===== src/rtl/sram_axi_bridge_pkg.sv =====
// Shared constants, FSM encodings and payload types for the SRAM-to-AXI bridge.
package sram_axi_bridge_pkg;

  localparam int unsigned ADDR_W = 32;
  localparam int unsigned DATA_W = 32;
  localparam int unsigned ID_W   = 4;
  localparam int unsigned STRB_W = DATA_W / 8;

  localparam logic [ID_W-1:0] DEF_INST_ID = 4'd0;
  localparam logic [ID_W-1:0] DEF_DATA_ID = 4'd1;

  // Single-beat, normal, non-cacheable, unprivileged accesses only
  localparam logic [7:0] AXI_LEN_SINGLE  = 8'd0;
  localparam logic [1:0] AXI_BURST_INCR  = 2'b01;
  localparam logic [1:0] AXI_LOCK_NORMAL = 2'b00;
  localparam logic [3:0] AXI_CACHE_NONE  = 4'd0;
  localparam logic [2:0] AXI_PROT_NONE   = 3'd0;

  typedef enum logic [1:0] {R_IDLE, R_AR, R_R} r_state_e;
  typedef enum logic [1:0] {W_IDLE, W_REQ, W_B} w_state_e;

  typedef struct packed {
    logic [ADDR_W-1:0] addr;
    logic [1:0]        size;
    logic [STRB_W-1:0] wstrb;
    logic [DATA_W-1:0] wdata;
  } wr_req_t;

  function automatic logic same_word(input logic [ADDR_W-1:0] a, input logic [ADDR_W-1:0] b);
    return a[ADDR_W-1:2] == b[ADDR_W-1:2];
  endfunction

endpackage


===== src/rtl/sram_axi_bridge_axi_wr_channel.sv =====
// Single-beat AXI write: independent AW/W handshakes, then wait for B.
module axi_wr_channel
  import sram_axi_bridge_pkg::*;
(
  input  logic              clk,
  input  logic              resetn,
  input  logic              start,
  input  wr_req_t           req,
  output logic [ADDR_W-1:0] awaddr,
  output logic [2:0]        awsize,
  output logic              awvalid,
  input  logic              awready,
  output logic [DATA_W-1:0] wdata,
  output logic [STRB_W-1:0] wstrb,
  output logic              wvalid,
  input  logic              wready,
  input  logic              bvalid,
  output logic              bready,
  output logic              busy_c,
  output logic              done_c
);

  w_state_e state_q, state_d;
  wr_req_t  req_q, req_d;
  logic     awvalid_q, awvalid_d;
  logic     wvalid_q, wvalid_d;
  logic     bready_q, bready_d;

  always_ff @(posedge clk) begin
    if (!resetn) begin
      state_q   <= W_IDLE;
      req_q     <= '0;
      awvalid_q <= 1'b0;
      wvalid_q  <= 1'b0;
      bready_q  <= 1'b0;
    end else begin
      state_q   <= state_d;
      req_q     <= req_d;
      awvalid_q <= awvalid_d;
      wvalid_q  <= wvalid_d;
      bready_q  <= bready_d;
    end
  end

  always_comb begin
    state_d   = state_q;
    req_d     = req_q;
    awvalid_d = awvalid_q;
    wvalid_d  = wvalid_q;
    bready_d  = bready_q;
    done_c    = 1'b0;
    case (state_q)
      W_IDLE: begin
        if (start) begin
          req_d     = req;
          awvalid_d = 1'b1;
          wvalid_d  = 1'b1;
          state_d   = W_REQ;
        end
      end
      W_REQ: begin
        if (awvalid_q && awready) awvalid_d = 1'b0;
        if (wvalid_q && wready) wvalid_d = 1'b0;
        // A cleared valid is the "done" flag for that channel
        if (!awvalid_d && !wvalid_d) begin
          bready_d = 1'b1;
          state_d  = W_B;
        end
      end
      W_B: begin
        if (bvalid) begin
          bready_d = 1'b0;
          done_c   = 1'b1;
          state_d  = W_IDLE;
        end
      end
      default: state_d = W_IDLE;
    endcase
  end

  assign awaddr  = req_q.addr;
  assign awsize  = {1'b0, req_q.size};
  assign awvalid = awvalid_q;
  assign wdata   = req_q.wdata;
  assign wstrb   = req_q.wstrb;
  assign wvalid  = wvalid_q;
  assign bready  = bready_q;
  assign busy_c  = (state_q != W_IDLE);

endmodule


===== src/rtl/sram_axi_bridge.sv =====
// Bridges the core's inst/data SRAM-like ports onto single-beat AXI3 transactions.
module sram_axi_bridge
  import sram_axi_bridge_pkg::*;
#(
  parameter logic [ID_W-1:0] INST_ID = DEF_INST_ID,
  parameter logic [ID_W-1:0] DATA_ID = DEF_DATA_ID
) (
  input  logic              clk,
  input  logic              resetn,
  input  logic              inst_sram_req,
  input  logic [1:0]        inst_sram_size,
  input  logic [ADDR_W-1:0] inst_sram_addr,
  output logic              inst_sram_addr_ok,
  output logic              inst_sram_data_ok,
  output logic [DATA_W-1:0] inst_sram_rdata,
  input  logic              data_sram_req,
  input  logic              data_sram_wr,
  input  logic [1:0]        data_sram_size,
  input  logic [ADDR_W-1:0] data_sram_addr,
  input  logic [STRB_W-1:0] data_sram_wstrb,
  input  logic [DATA_W-1:0] data_sram_wdata,
  output logic              data_sram_addr_ok,
  output logic              data_sram_data_ok,
  output logic [DATA_W-1:0] data_sram_rdata,
  output logic [ID_W-1:0]   arid,
  output logic [ADDR_W-1:0] araddr,
  output logic [7:0]        arlen,
  output logic [2:0]        arsize,
  output logic [1:0]        arburst,
  output logic [1:0]        arlock,
  output logic [3:0]        arcache,
  output logic [2:0]        arprot,
  output logic              arvalid,
  input  logic              arready,
  input  logic [ID_W-1:0]   rid,
  input  logic [DATA_W-1:0] rdata,
  input  logic [1:0]        rresp,
  input  logic              rlast,
  input  logic              rvalid,
  output logic              rready,
  output logic [ID_W-1:0]   awid,
  output logic [ADDR_W-1:0] awaddr,
  output logic [7:0]        awlen,
  output logic [2:0]        awsize,
  output logic [1:0]        awburst,
  output logic [1:0]        awlock,
  output logic [3:0]        awcache,
  output logic [2:0]        awprot,
  output logic              awvalid,
  input  logic              awready,
  output logic [ID_W-1:0]   wid,
  output logic [DATA_W-1:0] wdata,
  output logic [STRB_W-1:0] wstrb,
  output logic              wlast,
  output logic              wvalid,
  input  logic              wready,
  input  logic [ID_W-1:0]   bid,
  input  logic [1:0]        bresp,
  input  logic              bvalid,
  output logic              bready
);

  r_state_e          r_state_q, r_state_d;
  logic [ADDR_W-1:0] ar_addr_q, ar_addr_d;
  logic [1:0]        ar_size_q, ar_size_d;
  logic [ID_W-1:0]   ar_id_q, ar_id_d;
  logic              arvalid_q, arvalid_d;
  logic              rready_q, rready_d;
  logic [DATA_W-1:0] inst_rdata_q, inst_rdata_d;
  logic [DATA_W-1:0] data_rdata_q, data_rdata_d;
  logic              inst_ok_q, inst_ok_d;
  logic              data_ok_q, data_ok_d;
  logic              data_busy_q, data_busy_d;
  logic              data_rd_acc_c, data_wr_acc_c, inst_rd_acc_c, raw_hazard_c;
  logic              wr_busy_c, wr_done_c;
  wr_req_t           wr_req_c;
  logic              unused_c;

  // Acceptance: data reads beat inst reads; inst reads wait out same-word writes
  always_comb begin
    data_rd_acc_c = resetn && data_sram_req && !data_sram_wr && !data_busy_q &&
                    (r_state_q == R_IDLE);
    data_wr_acc_c = resetn && data_sram_req && data_sram_wr && !data_busy_q && !wr_busy_c;
    raw_hazard_c  = (wr_busy_c && same_word(awaddr, inst_sram_addr)) ||
                    (data_wr_acc_c && same_word(data_sram_addr, inst_sram_addr));
    inst_rd_acc_c = resetn && inst_sram_req && (r_state_q == R_IDLE) &&
                    !data_rd_acc_c && !raw_hazard_c;
    wr_req_c      = '{addr: data_sram_addr, size: data_sram_size,
                      wstrb: data_sram_wstrb, wdata: data_sram_wdata};
    unused_c      = ^{rresp, rlast, bid, bresp};
  end

  always_ff @(posedge clk) begin
    if (!resetn) begin
      r_state_q    <= R_IDLE;
      ar_addr_q    <= '0;
      ar_size_q    <= '0;
      ar_id_q      <= '0;
      arvalid_q    <= 1'b0;
      rready_q     <= 1'b0;
      inst_rdata_q <= '0;
      data_rdata_q <= '0;
      inst_ok_q    <= 1'b0;
      data_ok_q    <= 1'b0;
      data_busy_q  <= 1'b0;
    end else begin
      r_state_q    <= r_state_d;
      ar_addr_q    <= ar_addr_d;
      ar_size_q    <= ar_size_d;
      ar_id_q      <= ar_id_d;
      arvalid_q    <= arvalid_d;
      rready_q     <= rready_d;
      inst_rdata_q <= inst_rdata_d;
      data_rdata_q <= data_rdata_d;
      inst_ok_q    <= inst_ok_d;
      data_ok_q    <= data_ok_d;
      data_busy_q  <= data_busy_d;
    end
  end

  always_comb begin
    r_state_d    = r_state_q;
    ar_addr_d    = ar_addr_q;
    ar_size_d    = ar_size_q;
    ar_id_d      = ar_id_q;
    arvalid_d    = arvalid_q;
    rready_d     = rready_q;
    inst_rdata_d = inst_rdata_q;
    data_rdata_d = data_rdata_q;
    inst_ok_d    = 1'b0;
    data_ok_d    = wr_done_c;
    data_busy_d  = data_busy_q;
    case (r_state_q)
      R_IDLE: begin
        if (data_rd_acc_c) begin
          ar_addr_d = data_sram_addr;
          ar_size_d = data_sram_size;
          ar_id_d   = DATA_ID;
          arvalid_d = 1'b1;
          r_state_d = R_AR;
        end else if (inst_rd_acc_c) begin
          ar_addr_d = inst_sram_addr;
          ar_size_d = inst_sram_size;
          ar_id_d   = INST_ID;
          arvalid_d = 1'b1;
          r_state_d = R_AR;
        end
      end
      R_AR: begin
        if (arready) begin
          arvalid_d = 1'b0;
          rready_d  = 1'b1;
          r_state_d = R_R;
        end
      end
      R_R: begin
        if (rvalid) begin
          rready_d  = 1'b0;
          r_state_d = R_IDLE;
          if (rid == INST_ID) begin
            inst_rdata_d = rdata;
            inst_ok_d    = 1'b1;
          end else begin
            data_rdata_d = rdata;
            data_ok_d    = 1'b1;
          end
        end
      end
      default: r_state_d = R_IDLE;
    endcase
    // Data port stays busy through the cycle its data_ok is shown
    if (data_ok_q) data_busy_d = 1'b0;
    if (data_rd_acc_c || data_wr_acc_c) data_busy_d = 1'b1;
  end

  axi_wr_channel u_wr (
    .clk     (clk),
    .resetn  (resetn),
    .start   (data_wr_acc_c),
    .req     (wr_req_c),
    .awaddr  (awaddr),
    .awsize  (awsize),
    .awvalid (awvalid),
    .awready (awready),
    .wdata   (wdata),
    .wstrb   (wstrb),
    .wvalid  (wvalid),
    .wready  (wready),
    .bvalid  (bvalid),
    .bready  (bready),
    .busy_c  (wr_busy_c),
    .done_c  (wr_done_c)
  );

  assign inst_sram_addr_ok = inst_rd_acc_c;
  assign data_sram_addr_ok = data_rd_acc_c || data_wr_acc_c;
  assign inst_sram_data_ok = inst_ok_q;
  assign data_sram_data_ok = data_ok_q;
  assign inst_sram_rdata   = inst_rdata_q;
  assign data_sram_rdata   = data_rdata_q;

  assign arid    = ar_id_q;
  assign araddr  = ar_addr_q;
  assign arsize  = {1'b0, ar_size_q};
  assign arvalid = arvalid_q;
  assign rready  = rready_q;
  assign arlen   = AXI_LEN_SINGLE;
  assign arburst = AXI_BURST_INCR;
  assign arlock  = AXI_LOCK_NORMAL;
  assign arcache = AXI_CACHE_NONE;
  assign arprot  = AXI_PROT_NONE;

  assign awid    = DATA_ID;
  assign wid     = DATA_ID;
  assign wlast   = 1'b1;
  assign awlen   = AXI_LEN_SINGLE;
  assign awburst = AXI_BURST_INCR;
  assign awlock  = AXI_LOCK_NORMAL;
  assign awcache = AXI_CACHE_NONE;
  assign awprot  = AXI_PROT_NONE;

endmodule


===== config.mk =====
export PLATFORM = sky130hd
export DESIGN_NAME = sram_axi_bridge
export DESIGN_NICKNAME = d
export VERILOG_FILES = /design/src/rtl/sram_axi_bridge_pkg.sv /design/src/rtl/sram_axi_bridge_axi_wr_channel.sv /design/src/rtl/sram_axi_bridge.sv
export SDC_FILE = /design/constraint.sdc
export NUM_CORES = 1
export LEC_CHECK = 0
export CAP_MARGIN = 0
export CORE_AREA = 2 2 152 154
export CTS_CLUSTER_SIZE = 12
export DETAILED_ROUTE_END_ITERATION = 8
export DIE_AREA = 0 0 154 156
export PLACE_DENSITY = 0.79
export SLEW_MARGIN = 10
export SYNTH_ARGS = -nofsm -noshare
export SYNTH_HDL_FRONTEND = slang
export SYNTH_SLANG_ARGS = --single-unit

===== constraint.sdc =====
create_clock -name clk -period 4.1 [get_ports clk]
set_input_delay 0.82 -clock clk [delete_from_list [all_inputs] [get_ports clk]]
set_output_delay 0.82 -clock clk [all_outputs]
set_load 0.01 [all_outputs]

==> results of run 1 <==
==> critical path, stage by stage <==
cell	delay (ns)
clkdlybuf4s50_1	0.48
xor2_1	0.19
nor4_1	0.34
buf_4	0.18
nand4_1	0.13
nor4_4	0.41
nor2_4	0.06
clkdlybuf4s50_1	0.48
==> metrics by stage <==
stage                     hold WS, ns  power [mW]  utilization  std cells  worst slack (ns)
after floorplan                 0.476        2.24            -        995              1.03
after global placement          0.441        2.60        0.497       1506             0.151
after detailed placement        0.445        2.61        0.497       1506             0.178
after CTS                       0.456        4.21        0.523       1538             0.172
after global routing            0.468        4.35        0.523       1538            0.0903
final                           0.453        4.17        0.523       1538             0.188
==> logic make-up after synthesis <==
| group | after synthesis | synth area share |
|---|---|---|
| DFF | 181 | 0.464 |
| AOI/OAI and AO/OA | 221 | 0.182 |
| xor gates and xnor gates | 60 | 0.0673 |
| and+or+nand+nor | 361 | 0.200 |
| buffers and inverters | 120 | 0.0852 |
| other | 2 | 0.000962 |
==> layer usage <==
layer  global-route usage  part of all wire  vias to the layer above  wire length (µm)
li1                     -                 -                     3707                 -
met1                0.257              0.41                     3603             10700
met2                0.350              0.48                      331             12600
met3               0.0644             0.081                       39              2140
met4               0.0877             0.032                        2               839
met5                    0           0.00050                        -                13
==> layout make-up <==
class / instances / area, µm²
inverter: 3 / 13.8
timing repair buffer: 343 / 3390
clock inverter: 12 / 105
sequential: 181 / 3620
clock buffer: 20 / 457
tap: 285 / 357
fill: 2037 / 10700
multi-input combinational: 694 / 3740
==> Yosys cell counts <==
master | n | area, µm²
nor4_1 | 8 | 50.1
nor4_4 | 1 | 21.3
a32o_1 | 34 | 340
dfxtp_1 | 181 | 3620
or4_1 | 1 | 7.51
or2_2 | 2 | 12.5
a21o_1 | 1 | 7.51
nand4_1 | 11 | 68.8
nand3b_1 | 5 | 37.5
nor2_1 | 12 | 45.0
buf_2 | 1 | 5.00
xor2_1 | 21 | 184
and2_1 | 1 | 6.26
a31o_2 | 1 | 8.76
o21ai_0 | 2 | 10.0
buf_4 | 53 | 398
o311a_1 | 1 | 10.0
a21oi_1 | 145 | 726
o21a_1 | 2 | 15.0
nor2b_1 | 3 | 18.8
o21bai_1 | 1 | 7.51
buf_6 | 2 | 22.5
nand2_1 | 275 | 1030
inv_1 | 2 | 7.51
conb_1 | 2 | 7.51
clkbuf_1 | 61 | 229
and3_1 | 35 | 219
a211o_1 | 34 | 298
nor3_1 | 1 | 5.00
inv_2 | 1 | 3.75
nand3_1 | 2 | 10.0
nor3b_1 | 2 | 15.0
and3b_1 | 1 | 8.76
xnor2_1 | 39 | 342
nand2b_1 | 1 | 6.26
==> worst paths after layout <==
| path | cells after the start | startpoint | endpoint |
|---|---|---|---|
| setup / recovery | 8 | inst_sram_addr[13] | inst_sram_addr_ok |
| hold / removal | 2 | arid[0] | arid[0] |
| setup reg to reg | 8 | u_wr.awaddr[13] | araddr[9] |
| hold reg to reg | 2 | arid[0] | arid[0] |
==> state kept, by name (all words and copies together) (netlist names), 2 cells and up <==
signal,cells
ar_size_q,2
araddr,32
data_sram_rdata,32
inst_sram_rdata,32
r_state_q,2
u_wr.awaddr,32
u_wr.awsize,2
u_wr.state_q,2
u_wr.wdata,32
u_wr.wstrb,4
==> power groups by stage <==
stage / Combinational, mW / Sequential, mW / Clock [mW]
2_1_floorplan: 0.282 / 1.96 / 0
3_3_place_gp: 0.679 / 1.93 / 0
3_5_place_dp: 0.684 / 1.93 / 0
4_1_cts: 0.687 / 1.89 / 1.64
5_1_grt: 0.735 / 1.90 / 1.71
6_report: 0.685 / 1.89 / 1.59
==> impl_metrics.py, run 1 <==
metrics = {
    "status": {
        "status": "finished clean",
    },
    "timing": {
        "fin_crit_sh": 0.954,
        "rsz0062_at_grt": "no",
        "min_period_ns": 3.91,
        "fmax_ghz": 0.256,
        "hold_viol": 0,
        "drv_slew": 0,
        "fin_setup_tns_ns": 0,
        "max_slew_margin": 0.322,
        "skew_ns": 0.0160,
        "setup_violations": 0,
        "worstMarginPinSlew_ns": 1.02,
    },
    "final_layout": {
        "fin_nets": 1399,
        "area_growth_pct": 49.7,
        "antenna_cells": 0,
        "final_cell_mix": "clkdlybuf4s50_1 (327), nand2_1 (275), dfxtp_1 (181), a21oi_1 (144), conb_1 (52)",
        "drive_above_1_share": 0.0463,
        "final_cell_area_um2": 11700,
        "layout_commonest_cell": "clkdlybuf4s50_1",
    },
    "hold_path": {
        "hold_class": "flip-flop to flip-flop",
    },
    "routing": {
        "viasPerCell": 4.99,
        "wirelength_um": 26300,
        "drt-wirelength-per-cell_um": 17.1,
        "drt_iter0_drc": 389,
        "num_vias": 7682,
        "firstDrtPassIters": 5,
        "drt.antenna.violating_nets": 0,
        "drc": 0,
    },
    "placed_design": {
        "postPlaceCellArea_um2": 11100,
        "dp_hpwl_um": 18400,
        "portBuffers": 327,
        "finalWeightedCongestion": 0.857,
    },
    "clock_network": {
        "hold_buffers": 0,
        "clk_latency_ns": 0.43,
        "post_cts_resized": 0,
        "htreeDepth": 4,
        "cts_tree": "yes",
        "cts_made_buffers": 17,
        "cts_setup_buffers": 0,
        "clock-sinks": 181,
        "cts-root-buf": "clkbuf_16",
        "clk_pin_slew_worst_paths_ns": 0.06,
        "clockBufferDepth": 2,
    },
    "die": {
        "die_h_um": 156,
        "io_pins": 389,
        "rows": 55,
        "start_util": 0.349,
        "die_x_um": 154,
        "core-area_um2": 22400,
        "die-area_um2": 24000,
    },
    "global_routing": {
        "grt_max_degree": 97,
        "grt_util_all_layers": 0.212,
        "grt-ovfl-total": 0,
        "grt_first_pass_wirelength_um": 40000,
        "grt_pass1_vias": 7119,
        "antenna_found_initial": 1,
    },
    "worst_setup_path": {
        "setup.worst_path.start_class": "input port",
        "cp.arrival_ns": 3.09,
        "path_class": "input port to primary output",
        "r2r_slack_ns": 1.63,
        "critPathMaxFanout": 3,
        "endpoint_kind": "primary output",
        "cp.required_ns": 3.28,
    },
    "synth": {
        "ys_ff_latch": 181,
        "syn_inst": 945,
        "synth_area_um2": 7810,
        "postSynthAreaPerCell_um2": 8.26,
        "synth.distinct_cells": 35,
        "ys_warn_count": 0,
        "synth_seq_area_share": 0.464,
    },
    "power": {
        "combPwrFrac": 0.164,
        "seq_power_share": 0.453,
        "peakVddDrop_v": 0.000251,
        "p_sw_frac": 0.274,
        "p_int_mw": 3.03,
        "clkPwrFrac": 0.382,
        "switchingPower_mw": 1.14,
        "p_leak_nw": 4.43,
        "power_per_cell_area_nw_per_um2": 357,
    },
    "flow_run": {
        "max_cap_viol_count": 0,
    },
}
No activity file was read; power rests on OpenSTA's default activity.
==> inputs of run 2 (changes only) <==
--- a/config.mk
+++ b/config.mk
@@ -10,8 +10,9 @@
 export CTS_CLUSTER_SIZE = 12
 export DETAILED_ROUTE_END_ITERATION = 8
 export DIE_AREA = 0 0 154 156
-export PLACE_DENSITY = 0.79
+export PLACE_DENSITY = 0.82
 export SLEW_MARGIN = 10
 export SYNTH_ARGS = -nofsm -noshare
 export SYNTH_HDL_FRONTEND = slang
+export SYNTH_HIERARCHICAL = 1
 export SYNTH_SLANG_ARGS = --single-unit
==> run 2 against run 1 <==
Sequential power about the same. Critical path type unchanged. Highest routed layer is now met4. Hold slack improved by 0.0016 ns. Largest cell class unchanged. Cell count is 0.13% lower. Global-route usage shrank 0.20 points.
==> impl_metrics.py, run 2 <==
metrics = {
    "synth": {
        "postSynthAreaPerCell_um2": 8.67,
        "syn_inst": 957,
        "synth-main-ff-cell": "dfxtp_1",
        "synth_seq_area_share": 0.437,
        "yosysMostFrequentCell": "nand2_1",
        "ys_async_sr_fraction": 0,
        "netlist.area_leader.share": 0.437,
        "synth.distinct_cells": 46,
        "yosys.area.top_type": "dfxtp_1",
        "ys_warn_count": 6,
        "ys_ff_latch": 181,
        "synth-edff-count": 0,
        "synth_area_um2": 8300,
        "synth_common_cells": "nand2_1 (207), dfxtp_1 (181), a21oi_1 (72)",
        "synth.area.top_cells": "dfxtp_1 (44%), nand2_1 (9.4%), xnor2_1 (5.9%)",
    },
    "die": {
        "die_x_um": 154,
        "die-area_um2": 24000,
        "rows": 55,
        "io_pins": 389,
        "die_h_um": 156,
        "start_util": 0.371,
        "core-area_um2": 22400,
    },
    "timing": {
        "hold_viol": 0,
        "fin_setup_tns_ns": 0,
        "drv_slew": 0,
        "fmax_ghz": 0.267,
        "setup_violations": 0,
        "skew_ns": 0.0160,
        "max_slew_margin": 0.305,
        "rsz0062_at_grt": "no",
        "fin_ws_ns": 0.352,
        "worstMarginPinSlew_ns": 1.04,
        "fin_crit_sh": 0.914,
        "min_period_ns": 3.75,
    },
    "final_layout": {
        "fin_nets": 1397,
        "area_growth_pct": 44.1,
        "antenna_cells": 0,
        "drive_above_1_share": 0.0895,
        "layout_commonest_cell": "clkdlybuf4s50_1",
        "layoutNonFillerInstCount": 1536,
        "num-fill-cells": 1997,
        "final_cell_mix": "clkdlybuf4s50_1 (326), nand2_1 (206), dfxtp_1 (181), a21oi_1 (72), nand3_1 (68)",
        "utilization": 0.535,
    },
    "clock_network": {
        "cts_made_buffers": 17,
        "post_cts_resized": 0,
        "clock-sinks": 181,
        "clockBufferDepth": 2,
        "cts_tree": "yes",
        "hold_buffers": 0,
        "cts_setup_buffers": 0,
        "htreeDepth": 4,
        "cts-root-buf": "clkbuf_16",
        "clk_latency_ns": 0.43,
        "clk_pin_slew_worst_paths_ns": 0.07,
    },
    "global_routing": {
        "grt_pass1_vias": 7314,
        "grt_first_pass_wirelength_um": 39300,
        "grt_max_degree": 83,
        "antenna_found_initial": 0,
        "grt-ovfl-total": 0,
        "grt_util_all_layers": 0.210,
    },
    "worst_setup_path": {
        "critPathSlowestCell": "clkdlybuf4s50_1",
        "path_cells": "clkdlybuf4s50_1, xnor2_1, nand4_1, nor4_1, nand4_1, nand2_2, inv_1, clkdlybuf4s50_1",
        "r2r_slack_ns": 1.42,
        "path_class": "input port to primary output",
        "endpoint_kind": "primary output",
        "critPathMaxStageDelay_ns": 0.49,
        "critPathMaxFanout": 3,
        "cp.required_ns": 3.28,
        "crit_family": "buffers and inverters",
        "cp.arrival_ns": 2.93,
        "critPathBufInv": 3,
        "setup.worst_path.start_class": "input port",
        "timing.rr.start": "r_state_q[0]",
        "worstSetupStartpoint": "data_sram_addr[5]",
    },
    "hold_path": {
        "hold_class": "flip-flop to flip-flop",
        "min_from": "u_wr/wdata[16]",
    },
    "routing": {
        "drc": 0,
        "drt.antenna.violating_nets": 0,
        "drt-wirelength-per-cell_um": 17.0,
        "wirelength_um": 26200,
        "firstDrtPassIters": 6,
        "drt_iter0_drc": 425,
        "num_vias": 7619,
        "viasPerCell": 4.96,
    },
    "flow_run": {
        "max_cap_viol_count": 0,
    },
    "power": {
        "peakVddDrop_v": 0.000250,
        "power_per_cell_area_nw_per_um2": 354,
        "fin_total_pwr_mw": 4.23,
        "p_leak_nw": 4.12,
    },
    "placed_design": {
        "portBuffers": 327,
        "dp_cells": 1504,
        "dp_hpwl_um": 19000,
        "finalWeightedCongestion": 0.880,
        "dp_slack_ns": 0.340,
    },
    "status": {
        "status": "finished clean",
    },
}
run 2: cell types whose count changed in the layout (fill, tap and decap cells not counted), moves of 20 or more:
cell      previous run  this run
a211o_1             34         0
nor2_1               9        43
o21ai_1              0        50
and3_1              34         2
nand3_1              1        68
a221oi_2             0        30
a32o_1              34         0
o21ai_2              0        20
mux2i_1              0        34
a21oi_1            144        72
nand2_1            275       206
run 2: worst min-delay path, delay by kind of cell, from the launching register on:
| family | cells | cell delay [ns] |
|---|---|---|
| and+or+nand+nor | 1 | 0.05 |
| AOI/OAI and AO/OA | 1 | 0.05 |
| DFF | 1 | 0.31 |
run 2: worst paths after layout:
| check | cells past startpoint | end |
|---|---|---|
| max reg2reg | 6 | araddr[12] |
| min reg2reg | 2 | u_wr/wdata[16] |
| min | 2 | u_wr/wdata[16] |
| max | 8 | inst_sram_addr_ok |
run 2: where the power goes:
group	switching [mW]	internal, mW	leakage [nW]
logic	0.366	0.365	2.36
registers	0.0436	1.83	1.47
clock network	0.811	0.819	0.288
total	1.22	3.01	4.12
run 2: through the flow:
stage / hold WS (ns) / area [µm²]
after floorplan: 0.455 / 8480
after global placement: 0.441 / 11400
after detailed placement: 0.447 / 11400
after CTS: 0.457 / 12000
after global routing: 0.476 / 12000
final: 0.454 / 12000
run 2: layer usage:
layer | vias to the layer above | global-route usage | share of wire
met2 | 331 | 0.353 | 0.48
met5 | - | 0 | 0
met3 | 40 | 0.0753 | 0.093
li1 | 3714 | - | -
met4 | 0 | 0.0797 | 0.027
met1 | 3534 | 0.245 | 0.40
run 2: cells by family (layout without fill, tap and decap cells):
group           after synthesis  after routing  synth area share
mux                          34             34            0.0410
buf+inv                     133            378             0.106
other cells                   3             52           0.00136
flops                       181            181             0.437
simple gates                358            358             0.189
xor+xnor                     60             60            0.0633
compound gates              188            188             0.163
run 2: final cells by class:
type,instances,area [µm²],area share
sequential,181,3620,0.303
tap,285,357,0.0298
inverter,7,28.8,0.00241
clock inverter,15,158,0.0132
multi-input combinational,692,4000,0.334
timing repair buffer,339,3370,0.282
clock buffer,17,425,0.0356
==> inputs of run 3 (changes only) <==
--- a/config.mk
+++ b/config.mk
@@ -6,11 +6,12 @@
 export NUM_CORES = 1
 export LEC_CHECK = 0
 export CAP_MARGIN = 0
-export CORE_AREA = 2 2 152 154
+export CORE_MARGIN = 10
+export CORE_UTILIZATION = 40
+export CTS_CLUSTER_DIAMETER = 60
 export CTS_CLUSTER_SIZE = 12
 export DETAILED_ROUTE_END_ITERATION = 8
-export DIE_AREA = 0 0 154 156
-export PLACE_DENSITY = 0.82
+export PLACE_DENSITY = 0.78
 export SLEW_MARGIN = 10
 export SYNTH_ARGS = -nofsm -noshare
 export SYNTH_HDL_FRONTEND = slang
==> run 3 against run 2 <==
Die area increased by 12%. Cell count decreased by 0.85%. Clock power increased by 6%. Sequential share of layout area decreased by 0.14 points. Combinational power increased by 0.7%. Utilization increased by 5.7 points. Critical path depth unchanged. Fmax decreased by 0.46%. First-iteration DRC count increased by 16%. Clock skew decreased by 0.0064 ns. Non-clock buffer count increased by 1. Wire length increased by 9.6%. Critical path type unchanged. Critical endpoint unchanged. Largest cell class unchanged. Highest routed layer unchanged.
==> impl_metrics.py, run 3 (synthesis results as in run 2) <==
metrics = {
    "global_routing": {
        "grt_use_met1": 0.235,
        "grt_util_all_layers": 0.203,
        "grt_first_pass_wirelength_um": 42500,
        "use_met3": 0.0904,
        "grtUsageMet2": 0.332,
        "grt-ovfl-total": 0,
        "grt_pass1_vias": 7267,
        "grt_max_degree": 89,
        "antenna_found_initial": 2,
        "busiest_layer": "met2",
    },
    "timing": {
        "skew_ns": 0.00953,
        "min_period_ns": 3.77,
        "hold_viol": 0,
        "max_slew_margin": 0.427,
        "rsz0062_at_grt": "no",
        "drv_slew": 0,
        "fin_crit_sh": 0.918,
        "worstMarginPinSlew_ns": 0.860,
        "setup_violations": 0,
        "fmax_ghz": 0.266,
        "fin_setup_tns_ns": 0,
        "fin_hold_ws_ns": 0.456,
    },
    "die": {
        "rows": 52,
        "die_h_um": 164,
        "die_x_um": 164,
        "die-area_um2": 26900,
        "core-area_um2": 20300,
        "io_pins": 389,
        "start_util": 0.409,
    },
    "routing": {
        "drc": 0,
        "drt.antenna.violating_nets": 0,
        "firstDrtPassIters": 5,
        "drt_iter0_drc": 491,
        "num_vias": 7639,
        "drt-wirelength-per-cell_um": 18.8,
        "wirelength_um": 28700,
        "viasPerCell": 5.02,
    },
    "final_layout": {
        "fin_nets": 1398,
        "drive_above_1_share": 0.0903,
        "final_cell_mix": "clkdlybuf4s50_1 (326), nand2_1 (206), dfxtp_1 (181), a21oi_1 (72), nand3_1 (68)",
        "layout_commonest_cell": "clkdlybuf4s50_1",
        "area_growth_pct": 44.8,
        "utilization": 0.592,
    },
    "status": {
        "status": "finished clean",
    },
    "hold_path": {
        "worstHoldPathCells": 2,
        "hold_class": "flip-flop to flip-flop",
    },
    "flow_run": {
        "max_cap_viol_count": 0,
    },
    "worst_setup_path": {
        "critPathMaxFanout": 3,
        "cp.arrival_ns": 2.95,
        "path_class": "input port to primary output",
        "r2r_end": "ar_size_q[0]",
        "setup.worst_path.start_class": "input port",
        "crit_end": "inst_sram_addr_ok",
        "cp.required_ns": 3.28,
        "reg2reg_depth": 7,
        "endpoint_kind": "primary output",
        "r2r_slack_ns": 1.50,
        "timing.rr.start": "u_wr/state_q[1]",
        "worstSetupStartpoint": "inst_sram_addr[25]",
    },
    "clock_network": {
        "hold_buffers": 0,
        "post_cts_resized": 0,
        "cts_made_buffers": 17,
        "clk_pin_slew_worst_paths_ns": 0.08,
        "cts_setup_buffers": 0,
        "cts_tree": "yes",
        "clock-sinks": 181,
        "clockBufferDepth": 2,
        "clk_latency_ns": 0.44,
        "cts-root-buf": "clkbuf_16",
        "htreeDepth": 4,
    },
    "placed_design": {
        "finalWeightedCongestion": 0.860,
        "dp_hpwl_um": 21600,
        "portBuffers": 327,
    },
    "power": {
        "p_leak_nw": 4.15,
        "p_sw_frac": 0.288,
        "p_int_mw": 3.09,
        "seq_power_share": 0.431,
        "power_per_cell_area_nw_per_um2": 361,
        "switchingPower_mw": 1.25,
        "combPwrFrac": 0.170,
        "fin_total_pwr_mw": 4.34,
        "peakVddDrop_v": 0.000255,
        "clkPwrFrac": 0.399,
    },
}
[run 3: cell count changes in the layout (fill, tap and decap cells not counted)]
cell / change
inv_6: -4
clkinv_8: +3
buf_12: +1
bufinv_16: +1
clkinv_2: -1
diode_2: +1
inv_8: +1
[run 3: how the worst min path moves through the flow]
stage	from	slack, ns	endpoint
2_1_floorplan	data_busy_q	0.46	data_busy_q
3_3_place_gp	inst_sram_rdata[17]	0.44	inst_sram_rdata[17]
3_5_place_dp	data_sram_rdata[14]	0.45	data_sram_rdata[14]
4_1_cts	data_sram_rdata[14]	0.46	data_sram_rdata[14]
5_1_grt	inst_sram_rdata[10]	0.48	inst_sram_rdata[10]
6_report	data_sram_rdata[10]	0.46	data_sram_rdata[10]
[run 3: routing by layer]
| metal | up-vias | share of wire | routed length, µm |
|---|---|---|---|
| met1 | 3588 | 0.41 | 11600 |
| met3 | 32 | 0.11 | 3090 |
| met4 | 0 | 0.019 | 532 |
| met5 | - | 0 | 0 |
| li1 | 3717 | - | - |
| met2 | 302 | 0.47 | 13400 |
[run 3: final cells by class]
cell class / instances / area (µm²)
diodes: 1 / 2.50
clock buffers: 17 / 425
clock inverters: 15 / 208
fillers: 1837 / 8280
inverters: 7 / 28.8
multi-input cells: 692 / 4000
flip-flops and latches: 181 / 3620
well taps: 270 / 338
repair buffers: 340 / 3390
[run 3: power by group through the flow]
stage / Combinational (mW) / Clock [mW] / Sequential, mW
3_3_place_gp: 0.727 / 0 / 1.91
4_1_cts: 0.737 / 1.78 / 1.87
3_5_place_dp: 0.733 / 0 / 1.91
5_1_grt: 0.792 / 1.84 / 1.88
2_1_floorplan: 0.366 / 0 / 1.94
6_report: 0.736 / 1.73 / 1.87
[run 3: through the flow]
step | cell area [µm²] | instances | worst slack, ns
5_1_grt | 12000 | 1522 | 0.213
3_3_place_gp | 11400 | 1490 | 0.362
6_report | 12000 | 1523 | 0.334
3_5_place_dp | 11400 | 1490 | 0.402
2_1_floorplan | 8480 | 1006 | 1.24
4_1_cts | 12000 | 1522 | 0.361
[run 3: critical path, stage by stage]
cell and delay [ns]:
clkdlybuf4s50_1 0.48, xnor2_1 0.32, nand4_1 0.14, nor4_1 0.29, nand4_1 0.17, nand2_2 0.16, inv_1 0.06, clkdlybuf4s50_1 0.50
